[src/rtl/expr_pkg.sv]
// Shared constants and state encoding for the expression evaluator and recognizer.
package expr_pkg;
  localparam logic [7:0] CH_0   = 8'h30;
  localparam logic [7:0] CH_9   = 8'h39;
  localparam logic [7:0] CH_ADD = 8'h2B;
  localparam logic [7:0] CH_MUL = 8'h2A;

  typedef enum logic [1:0] {
    S_DIGIT = 2'd0,
    S_OP    = 2'd1,
    S_ERR   = 2'd2
  } state_t;
endpackage

[src/rtl/char_class.sv]
// Combinational character classifier: digit / '+' / '*' / anything else.
module char_class
  import expr_pkg::*;
(
  input  logic [7:0] in,
  output logic       is_digit,
  output logic [3:0] digit,
  output logic       is_add,
  output logic       is_mul,
  output logic       is_bad
);
  // ASCII '0'..'9' carry their value in the low nibble, so no subtract is needed.
  always_comb begin
    is_digit = (in >= CH_0) && (in <= CH_9);
    digit    = in[3:0];
    is_add   = (in == CH_ADD);
    is_mul   = (in == CH_MUL);
    is_bad   = !(is_digit || is_add || is_mul);
  end
endmodule

[src/rtl/expr_eval.sv]
// Streaming evaluator for single-digit '+'/'*' expressions, '*' binding tighter.
module expr_eval
  import expr_pkg::*;
#(
  parameter int W = 16
) (
  input  logic         clk,
  input  logic         clr,
  input  logic [7:0]   in,
  input  logic         in_valid,
  output logic         ok,
  output logic [W-1:0] result,
  output logic         err,
  output logic         ovf
);
  logic         is_digit, is_add, is_mul, is_bad;
  logic [3:0]   digit;

  state_t       state_q, state_d;
  logic [W-1:0] sum_q, sum_d, term_q, term_d, result_q, result_d;
  logic         pend_q, pend_d, ok_q, ok_d, err_q, err_d, ovf_q, ovf_d;

  logic [2*W-1:0] prod;
  logic [W:0]     add_full;
  logic [W-1:0]   term_nx;

  char_class u_cc (
    .in       (in),
    .is_digit (is_digit),
    .digit    (digit),
    .is_add   (is_add),
    .is_mul   (is_mul),
    .is_bad   (is_bad)
  );

  // Full-precision product and sum so the overflow test sees the lost bits.
  always_comb begin
    prod     = {{W{1'b0}}, term_q} * {{(2*W-4){1'b0}}, digit};
    add_full = {1'b0, sum_q} + {1'b0, term_q};
    term_nx  = pend_q ? prod[W-1:0] : {{(W-4){1'b0}}, digit};
  end

  // Next-state, accumulator and flag logic for one accepted character.
  always_comb begin
    state_d  = state_q;
    sum_d    = sum_q;
    term_d   = term_q;
    pend_d   = pend_q;
    result_d = result_q;
    ovf_d    = ovf_q;
    if (in_valid) begin
      case (state_q)
        S_DIGIT: begin
          if (is_digit) begin
            term_d   = term_nx;
            result_d = sum_q + term_nx;
            state_d  = S_OP;
            if (pend_q && (|prod[2*W-1:W])) ovf_d = 1'b1;
          end else begin
            state_d = S_ERR;
          end
        end
        S_OP: begin
          if (is_add) begin
            sum_d   = add_full[W-1:0];
            pend_d  = 1'b0;
            state_d = S_DIGIT;
            if (add_full[W]) ovf_d = 1'b1;
          end else if (is_mul) begin
            pend_d  = 1'b1;
            state_d = S_DIGIT;
          end else if (is_digit || is_bad) begin
            state_d = S_ERR;
          end
        end
        default: state_d = S_ERR;
      endcase
    end
    ok_d  = (state_d == S_OP);
    err_d = (state_d == S_ERR);
  end

  // State and registered outputs; clr also serves as the per-expression restart.
  always_ff @(posedge clk or posedge clr) begin
    if (clr) begin
      state_q  <= S_DIGIT;
      sum_q    <= '0;
      term_q   <= '0;
      pend_q   <= 1'b0;
      result_q <= '0;
      ok_q     <= 1'b0;
      err_q    <= 1'b0;
      ovf_q    <= 1'b0;
    end else begin
      state_q  <= state_d;
      sum_q    <= sum_d;
      term_q   <= term_d;
      pend_q   <= pend_d;
      result_q <= result_d;
      ok_q     <= ok_d;
      err_q    <= err_d;
      ovf_q    <= ovf_d;
    end
  end

  assign ok     = ok_q;
  assign err    = err_q;
  assign ovf    = ovf_q;
  assign result = result_q;
endmodule

[config.mk]
export PLATFORM = sky130hd
export DESIGN_NAME = expr_eval
export DESIGN_NICKNAME = d
export VERILOG_FILES = /design/src/rtl/expr_pkg.sv /design/src/rtl/char_class.sv /design/src/rtl/expr_eval.sv
export SDC_FILE = /design/constraint.sdc
export NUM_CORES = 1
export LEC_CHECK = 0
export ABC_AREA = 1
export CORE_MARGIN = 1
export CORE_UTILIZATION = 38
export DETAILED_ROUTE_END_ITERATION = 7
export GPL_ROUTABILITY_DRIVEN = 0
export SETUP_SLACK_MARGIN = 0.05
export SLEW_MARGIN = 20
export SYNTH_ARGS = -nofsm -noshare
export SYNTH_HDL_FRONTEND = slang
export SYNTH_HIERARCHICAL = 1
export SYNTH_SLANG_ARGS = --single-unit
[constraint.sdc]
create_clock -name clk -period 7 [get_ports clk]
set_input_delay 1.05 -clock clk [delete_from_list [all_inputs] [get_ports clk]]
set_output_delay 1.05 -clock clk [all_outputs]
set_load 0.005 [all_outputs]
### After elaboration in Yosys (flattened, before gate mapping)

Cells that the tools add are included.

* register bits after elaboration: 54
* word-level logic and storage cells: 50

* equality and inequality tests: 9
* mux-type cells: 14
* multiply operators: 1
* reduce and logical (&&, ||, !) cells: 14
* $add $sub $neg: 2
* $lt $le $gt $ge: 2

Operators with widths (number)
* multiplier 16 x 4 -> 20 bit: 1
* adder 16 x 16 -> 17 bit: 1
* adder 16 bit: 1
* equality test 8 x 6 -> 1 bit (second input constant): 2
* 2-to-1 mux 16 bit: 1
* 2-to-1 mux 2 bit: 5
* AND reduction 3 bit: 3
* >= comparator 8 x 6 -> 1 bit (second input constant): 1
* <= comparator 8 x 6 -> 1 bit (second input constant): 1
* != test 2 bit (second input constant): 4
* 2-to-1 mux 1 bit: 6
* AND reduction 6 bit: 1
* equality test 2 x 1 -> 1 bit (second input constant): 2
* case mux 2 bit (2 select lines): 1
* nonzero test 2 bit: 2
* OR reduction 4 bit: 1
* logical OR 1 bit: 3
* equality test 2 bit (second input constant): 1
* logical AND 1 bit: 2
* logical NOT 2 bit: 1
* case mux 1 bit (2 select lines): 1
* logical NOT 1 bit: 1

### Logic depth before layout (Yosys ltp)

Gate-level depths: netlist of the first run.

* word-level depth: 12
* mapped depth: 27

### Cells and area by module

Netlist of the first run, hierarchy kept.

Modules (own cells, without submodules)
* expr_eval: instances 1, area each 5786.8 um2, sequential area each 1351.3 um2, cells an instance 844
* char_class: instances 1, area each 107.6 um2, sequential area each 0.0 um2, cells an instance 22

### Worst setup path after synthesis of the first run

Ideal clock, no wire load.

* kind: input to register
* start: input in[3]
* end: register result_q[15] (netlist: result[15])
* setup slack: 1898 ps
* cell stages on the path: 23
* data required time: 6883 ps
* buffers on the path: 3
* setup time: 117 ps
* arrival time: 4985 ps
* path through: buf_4 > clkbuf_1 > clkbuf_1 > nand2_1 > fa_1 > fa_1 > fa_1 > nand3b_1 > nand2_1 > nand2_1 > nand2_1 > nand2_1 > nand2_1 > o21ai_0 > a21oi_1 > ha_1 > a21oi_1 > o21bai_1 > a21oi_1 > nand3_1 > nand3b_1 > nand3_1 > nand2_1

* longest elaborated chain between the ends: 3
* elaborated cells on any way between the ends: 7
* those cells by class: add/sub: 1; mul: 1; order compare: 2; mux: 1; reduce/logical: 2

RTL lines
* start, declared: line expr_eval.sv:9 `input logic [7:0] in,`
* multiplier 16 x 4 -> 20 bit: line expr_eval.sv:38 `prod = {{W{1'b0}}, term_q} * {{(2*W-4){1'b0}}, digit};`
* 2-to-1 mux 16 bit: line expr_eval.sv:40 `term_nx = pend_q ? prod[W-1:0] : {{(W-4){1'b0}}, digit};`
* via term_nx[12]: line expr_eval.sv:25 `logic [W-1:0] term_nx;`
* adder 16 bit: line expr_eval.sv:56 `result_d = sum_q + term_nx;`
* end signal, assigned: line expr_eval.sv:99 `result_q <= result_d;`
* end, declared: line expr_eval.sv:20 `logic [W-1:0] sum_q, sum_d, term_q, term_d, result_q, result_d;`

The timed path passes the listed nets, and every way through them passes these cells.
A chain may end at the register's enable or synchronous reset.

### Final worst setup path of the first run

* start: input in[2]
* end: register result_q[15] (netlist: result[15])

Same word-level chain as after synthesis.

==> metrics list, run 1 <==
- When the netlist entered floorplanning its net count stood at 962.
- Share of the cycle needed by the critical path after routing: 80.9%
* Max-cap viol count: 0
* Startpoint type of the worst setup path: input port
* Number of clock buffers inserted by TritonCTS: 5
- OpenSTA, run right after detailed placement, puts the worst setup slack at 1.08 ns.
* WP data arrival: 5.85 ns
* Cell area after synthesis: 5890 sq um
- Buffer type at the clock tree root: sky130_fd_sc_hd__clkbuf_16
- For this run, the leading register cell type out of synthesis is sky130_fd_sc_hd__dfrtp_1.
- Along the worst hold path, the cell count comes to 2.
* Least-Margin Pin Slew: 0.722 ns
* Routed wire length: 13,800 um
- Via count: 5,092
- Number of enable-type register cells in the synthesized netlist: 0
- Count of different cell masters after synthesis: 43
* Minimum setup slack among reg-to-reg paths: 2.61 ns
- The worst hold path begins at ovf.
- Count of synthesis-stage warnings from yosys: 6
- The worst register-to-register path begins at term_q[4].
* Type of the worst setup path: in2reg
- Mean instance size in the synthesized netlist: 6.81 sq um
* Max Fanout on Critical Path: 19
* Final ANT Viol Nets: 0
* Class of the tightest hold or removal check: reg2reg
- Clock slew at the register clock pins of the worst setup and hold paths: 0.07 ns
- RSZ-0062 raised after global routing: false
- After detailed routing, the number of vias per cell comes to 4.75.
* Most frequent cell on the critical path: sky130_fd_sc_hd__nand2_1
- The number of max-slew violations in the final report was 0.
- Pin count of the biggest net entering global routing: 55
- Floorplan die area: 16,000 sq um
* Horiz. Die Dim: 127 um
- Worst clock skew on the final layout: 0.00469 ns
* Pwr dens: 140 nW/um^2
* Total Neg Setup Slack: 0 ns
* Diode insertion count for antenna repair: 0
- After detailed routing, the number of remaining DRC violations is 0.
- For the worst setup path, the data required time is 7.19 ns.
- Worst IR Drop VDD: 98.9 uV
- The path with the worst hold slack has its endpoint at ovf.
* Initial antenna violation count: 0
- For this block, the initial DRC count from the detailed router was 379.
- Area of the core region: 15,100 sq um
* Count of standard-cell rows: 45
- Avg WL per Cell: 12.8 um
* Result of the run: complete, no violations
- DPL Wire Length: 11,200 um
- After global routing the overflow that remains totals 0.
- The endpoint identified for the worst register-to-register timing path is result[14].
- Fraction of final layout cells with drive strength greater than 1: 4.41%
* Post-layout net count: 980
* Setup violations, final: 0
- Beginning of the critical path: in[2]
* Hold bufs inserted after CTS: 0
* Max transition margin: 51.7%
- Post-CTS setup-driven buffer insertion count: 0
* Cell type with the largest total area after synthesis: sky130_fd_sc_hd__dfrtp_1
- Total power for the finished layout comes to 0.000909 W.
* Count of TritonRoute iterations in the first routing pass: 5
- The clock passes through at most 2 buffers.
- First-pass GRT wire length: 23,700 um
- Sequential elements use 22.9% of the synthesized area.
- Later-pin clock latency in the skew report: 0.30 ns
- In this run the static leakage power is 3.72 nW.
- Post-layout worst setup margin: 1.34 ns
- The number of global-route vias before repair came to 4,908.
* Worst-path cell with the longest stage delay: sky130_fd_sc_hd__clkdlybuf4s50_1
- R2R cell count: 19
* CTS tree: built
- P&R area growth vs syn: 9.79%
- During I/O placement, the number of pins put on the boundary was 30.
* Die extent in y: 127 um
- Sorting the synthesized cells by area gives the leading types as sky130_fd_sc_hd__dfrtp_1 (23%), sky130_fd_sc_hd__nand2_1 (18%), sky130_fd_sc_hd__ha_1 (12%).
* Post-synthesis async set-or-reset flop share: 100%
- In this run, synthesis produced a sequential element count of 54.
- The initial utilization of the core area, before any placement, comes to 38.9%.
- Final Hold Violating Endpoints: 0
* Number of gates given a new drive strength after cts: 0
* Worst path cell trace: clkdlybuf4s50_1 > nand2_1 > fa_1 > fa_1 > fa_1 > nand3b_1 > nand2_1 > nand2_1 > nand2_1 > o21ai_0 > a21oi_1 > ha_1 > a21oi_1 > o21bai_1 > nand2_1 > nand3_1 > nand3b_1 > nand3_1 > nand2_1
* Slowest Stage Delay on Critical Path: 0.94 ns
- After layout, the minimum clock period comes to 5.66 ns.
- The H-tree generated during clock tree synthesis spans 2 levels.
- STA classifies the critical path endpoint as a flop.
* Total routing usage reported by global routing: 18.5%
* Port Buffers: 29
* Fraction of post-synthesis cell area in the top cell type by area: 22.9%
- CTS sink count: 54
* Cells after synthesis: 866
- Maximum clock frequency: 177 MHz
-- stage by stage --
| step | instances | utilization (%) | cell area (sq um) | hold slack [ns] |
|---|---|---|---|---|
| after floorplan | 866 | - | 5890 | 0.457 |
| after global placement | 1065 | 41.8 | 6320 | 0.450 |
| after detailed placement | 1065 | 41.8 | 6320 | 0.452 |
| after CTS | 1073 | 42.7 | 6470 | 0.470 |
| after global routing | 1073 | 42.7 | 6470 | 0.484 |
| final | 1073 | 42.7 | 6470 | 0.463 |
-- cell usage in the layout, fill, tap and decap left out, drive strengths merged, types with 3 or more instances in the layout --
cell type / Yosys / routed
nor3: 6 / 6
nand2: 291 / 291
clkinv: 1 / 3
dfrtp: 54 / 54
a21oi: 49 / 49
a21o: 4 / 4
ha: 55 / 55
clkbuf: 9 / 5
o21ai: 48 / 48
fa: 30 / 30
nand3b: 7 / 7
nand3: 31 / 31
xor2: 7 / 7
a31oi: 6 / 6
o21bai: 7 / 7
or2: 3 / 3
a21boi: 3 / 3
inv: 162 / 162
xnor2: 13 / 13
nor2: 56 / 56
clkdlybuf4s50: 0 / 29
-- power by group --
group          leakage (nW)  switching (W)  internal, W
clock                0.0698       0.000116     0.000133
sequential            0.723      0.0000209     0.000329
combinational          2.93       0.000190     0.000121
total                  3.72       0.000327     0.000582
-- cells in the mapped netlist, types with 5 or more instances --
| master | count |
|---|---|
| sky130_fd_sc_hd__nor2_1 | 50 |
| sky130_fd_sc_hd__xnor2_1 | 13 |
| sky130_fd_sc_hd__nor3_1 | 6 |
| sky130_fd_sc_hd__dfrtp_1 | 54 |
| sky130_fd_sc_hd__nor2_2 | 5 |
| sky130_fd_sc_hd__nand3b_1 | 7 |
| sky130_fd_sc_hd__o21ai_2 | 6 |
| sky130_fd_sc_hd__fa_1 | 30 |
| sky130_fd_sc_hd__o21ai_0 | 37 |
| sky130_fd_sc_hd__a21oi_1 | 46 |
| sky130_fd_sc_hd__nand3_1 | 29 |
| sky130_fd_sc_hd__a31oi_1 | 6 |
| sky130_fd_sc_hd__nand2_1 | 287 |
| sky130_fd_sc_hd__o21bai_1 | 7 |
| sky130_fd_sc_hd__o21ai_1 | 5 |
| sky130_fd_sc_hd__inv_1 | 160 |
| sky130_fd_sc_hd__xor2_1 | 7 |
| sky130_fd_sc_hd__ha_1 | 55 |
| sky130_fd_sc_hd__clkbuf_1 | 9 |
-- kinds of logic after synthesis --
family | share of synthesized area (%)
compound gates | 12.1
simple gates | 27.9
flops | 22.9
fa+ha+maj | 21.9
xor+xnor | 2.97
buf+inv | 12.2
-- worst max-delay path, delay by kind of cell --
family	cells	cell delay, ns
compound gates	4	0.83
fa+ha+maj	4	1.86
buf+inv	1	0.94
simple gates	10	1.16
-- how the worst max path moves through the flow --
stage                            end  slack [ns]
final                     result[15]        1.34
after detailed placement  result[15]        1.08
after CTS                 result[15]        1.36
after global routing      result[15]        0.96
after global placement    result[15]        1.19
after floorplan           result[15]        1.90
-- sequential cells by signal, summed over array words and instances, names as in the netlist --
register / cells
pend_q: 1
state_q: 2
term_q: 16
ovf: 1
sum_q: 16
err: 1
result: 16
ok: 1
-- per-layer routing --
metal | up-vias | track usage [%] | part of all wire (%)
met1 | 2311 | 26.7 | 52
met5 | - | 0 | 0
li1 | 2718 | - | -
met2 | 54 | 30.1 | 44
met3 | 9 | 0.928 | 1.8
met4 | 0 | 4.96 | 1.2
-- layout make-up --
cell class	instances	area (sq um)
clock inverters	3	21.3
multi-input cells	629	3820
inverters	163	612
clock buffers	5	125
repair buffers	31	305
fillers	1585	8670
well taps	188	235
flip-flops and latches	54	1350
Note: power is estimated with default switching activity, not from simulation.
==> inputs of run 2 (changes only) <==
- clock period: 7 -> 5.1 ns (I/O delays scaled with it)
==> metrics list, run 2 (same netlist as run 1, synthesis figures left out) <==
* Buffer type at the clock tree root: sky130_fd_sc_hd__clkbuf_16
* Total routing usage reported by global routing: 19.0%
- Data on the critical path is required at its endpoint by 5.33 ns.
- The clock passes through at most 2 buffers.
- Total congestion overflow: 0
- The final critical path takes up 93.8% of the cycle.
- Diode insertion count for antenna repair: 0
* Count of TritonRoute iterations in the first routing pass: 7
* RSZ-0062 raised after global routing: true
- STA classifies the critical path endpoint as a flop.
- Type of the worst setup path: in2reg
- First-pass GRT wire length: 24,400 um
* Max-cap viol count: 0
* WP data arrival: 5.02 ns
- Effective utilization at floorplan: 38.9%
- Via count of the first global-routing pass: 5,134
- The worst hold path belongs to the class reg2reg.
- In the final layout, the share of cells above drive strength 1 is 12.5%.
- Wire segments on met2 add up to 6730 um in the final route.
* Met1 layer wirelength in the final routing: 7290 um
* Pwr dens: 189 nW/um^2
- TritonCTS built the clock tree.
- Detailed placement finished with a half-perimeter wire length of 11,900 um.
- Startpoint type of the worst setup path: input port
- After floorplanning, the core was divided into 45 placement rows.
- Avg WL per Cell: 13.0 um
- Least-Margin Pin Slew: 0.679 ns
- The placed instances occupy a cell area of 6730 sq um.
- Via count: 5,387
- H-tree depth: 2
- Clock latency on the worst-skew pair, taken at its later pin, is 0.29 ns.
- 1st-iter DRT viols: 338
* Max Fanout on Critical Path: 12
- Most common library cell in the layout ignoring fill and taps: sky130_fd_sc_hd__nand2_1
* Area of the core region: 15,100 sq um
* Clock slew at the register clock pins of the worst setup and hold paths: 0.07 ns
- Once layout is complete, the cells apart from fillers number 1,124.
* Max transition margin: 54.7%
* Final Hold Violating Endpoints: 0
- In the layout the commonest cells are sky130_fd_sc_hd__nand2_1 (283), sky130_fd_sc_hd__inv_1 (158), sky130_fd_sc_hd__dfrtp_1 (54), sky130_fd_sc_hd__buf_4 (52), sky130_fd_sc_hd__nor2_1 (49).
- Port buffering added 29 buffers.
- TritonCTS created 5 clock buffers.
* Die extent in y: 127 um
* Routed wire length: 14,600 um
- Horiz. Die Dim: 127 um
* Worst IR Drop VDD: 158 uV
- The number of max-slew violations in the final report was 0.
- For this run, the post-layout net count is 1,032.
* Minimum clock period: 4.78 ns
- Met3 WL: 356 um
- The detail route stage leaves a number of antenna-violating nets equal to 0.
- Result of the run: complete, no violations
* CTS sink count: 54
* Post-route cell area: 7040 sq um
- Top routing layer in use: met4
* Setup violations, final: 0
* Remaining DRCs: 0
* Total I/O pin count: 30
- Relative to the synthesized area, the layout overhead comes to 19.4%.
- Vias per Instance: 4.79
* Worst clock skew on the final layout: 0.00451 ns
* Leakage: 3.97 nW
- Pin count of the biggest net entering global routing: 55
* Maximum clock frequency: 209 MHz
- The die covers 16,000 sq um.
- Hold bufs inserted after CTS: 0
- Power comes to 0.00133 W.
* Number of placed instances with taps included: 1,116
- Initial antenna violation count: 0
==> run 2: changes by cell type in the layout (fill, tap and decap cells not counted), sizes merged <==
cell	delta
buf	+52
clkbuf	+1
clkinv	-2
==> run 2: final timing paths <==
kind                       startpoint         end  slack, ns  depth (start not counted)
max                             in[3]  result[11]       0.32                         23
min                               ovf         ovf       0.47                          2
max reg2reg                 term_q[6]  result[11]       0.88                         21
min reg2reg                       ovf         ovf       0.47                          2
max in group asynchronous         clr  result[15]       3.67                          3
min in group asynchronous         clr   result[1]       0.98                          3
==> run 2: stage by stage <==
| stage | hold WS [ns] | TNS, ns | worst slack, ns | utilization, % |
|---|---|---|---|---|
| finish | 0.468 | 0 | 0.317 | 46.5 |
| global route | 0.500 | 0 | 0.00942 | 46.5 |
| CTS | 0.467 | 0 | 0.185 | 45.4 |
| detailed placement | 0.450 | -0.393 | -0.117 | 44.5 |
| global placement | 0.449 | -0.146 | -0.0762 | 44.5 |
| floorplan | 0.457 | 0 | 0.283 | - |
==> run 2: timing repair <==
item | CTS | global route
endpoints found under the setup margin | 0 | 7
gates resized for setup | 0 | 30
buffers inserted | 0 | 1
==> run 2: layout make-up <==
cell class,count,area (sq um)
clock buffers,6,129
clock inverters,1,7.51
fillers,1535,8110
inverters,163,612
multi-input cells,629,3980
flip-flops and latches,54,1350
well taps,188,235
repair buffers,83,721
==> run 2: critical path, cell delays in order <==
cell and delay (ns):
sky130_fd_sc_hd__clkdlybuf4s50_1 0.44, sky130_fd_sc_hd__buf_12 0.16, sky130_fd_sc_hd__nand2_1 0.06, sky130_fd_sc_hd__inv_1 0.06
sky130_fd_sc_hd__fa_1 0.53, sky130_fd_sc_hd__inv_1 0.05, sky130_fd_sc_hd__fa_1 0.52, sky130_fd_sc_hd__inv_1 0.04
sky130_fd_sc_hd__ha_1 0.34, sky130_fd_sc_hd__nand2_1 0.08, sky130_fd_sc_hd__nand2_1 0.09, sky130_fd_sc_hd__a21oi_2 0.14
sky130_fd_sc_hd__nand2_2 0.11, sky130_fd_sc_hd__o21ai_1 0.17, sky130_fd_sc_hd__a21oi_2 0.06, sky130_fd_sc_hd__buf_4 0.14
sky130_fd_sc_hd__ha_1 0.32, sky130_fd_sc_hd__a21o_1 0.21, sky130_fd_sc_hd__o21bai_1 0.18, sky130_fd_sc_hd__buf_4 0.15
sky130_fd_sc_hd__o21ai_0 0.16, sky130_fd_sc_hd__nand3_1 0.13, sky130_fd_sc_hd__nand2_1 0.09
==> run 2: metal layers <==
layer	vias to the layer above	GRT usage, %
met4	0	5.32
li1	2832	-
met3	11	1.60
met2	80	31.7
met1	2464	26.3
met5	-	0
==> run 2: where the power goes <==
| part | switching, W | internal [W] | leakage [nW] |
|---|---|---|---|
| Combinational | 0.000289 | 0.000232 | 3.19 |
| Clock | 0.000146 | 0.000180 | 0.0629 |
| Sequential | 0.0000313 | 0.000452 | 0.723 |
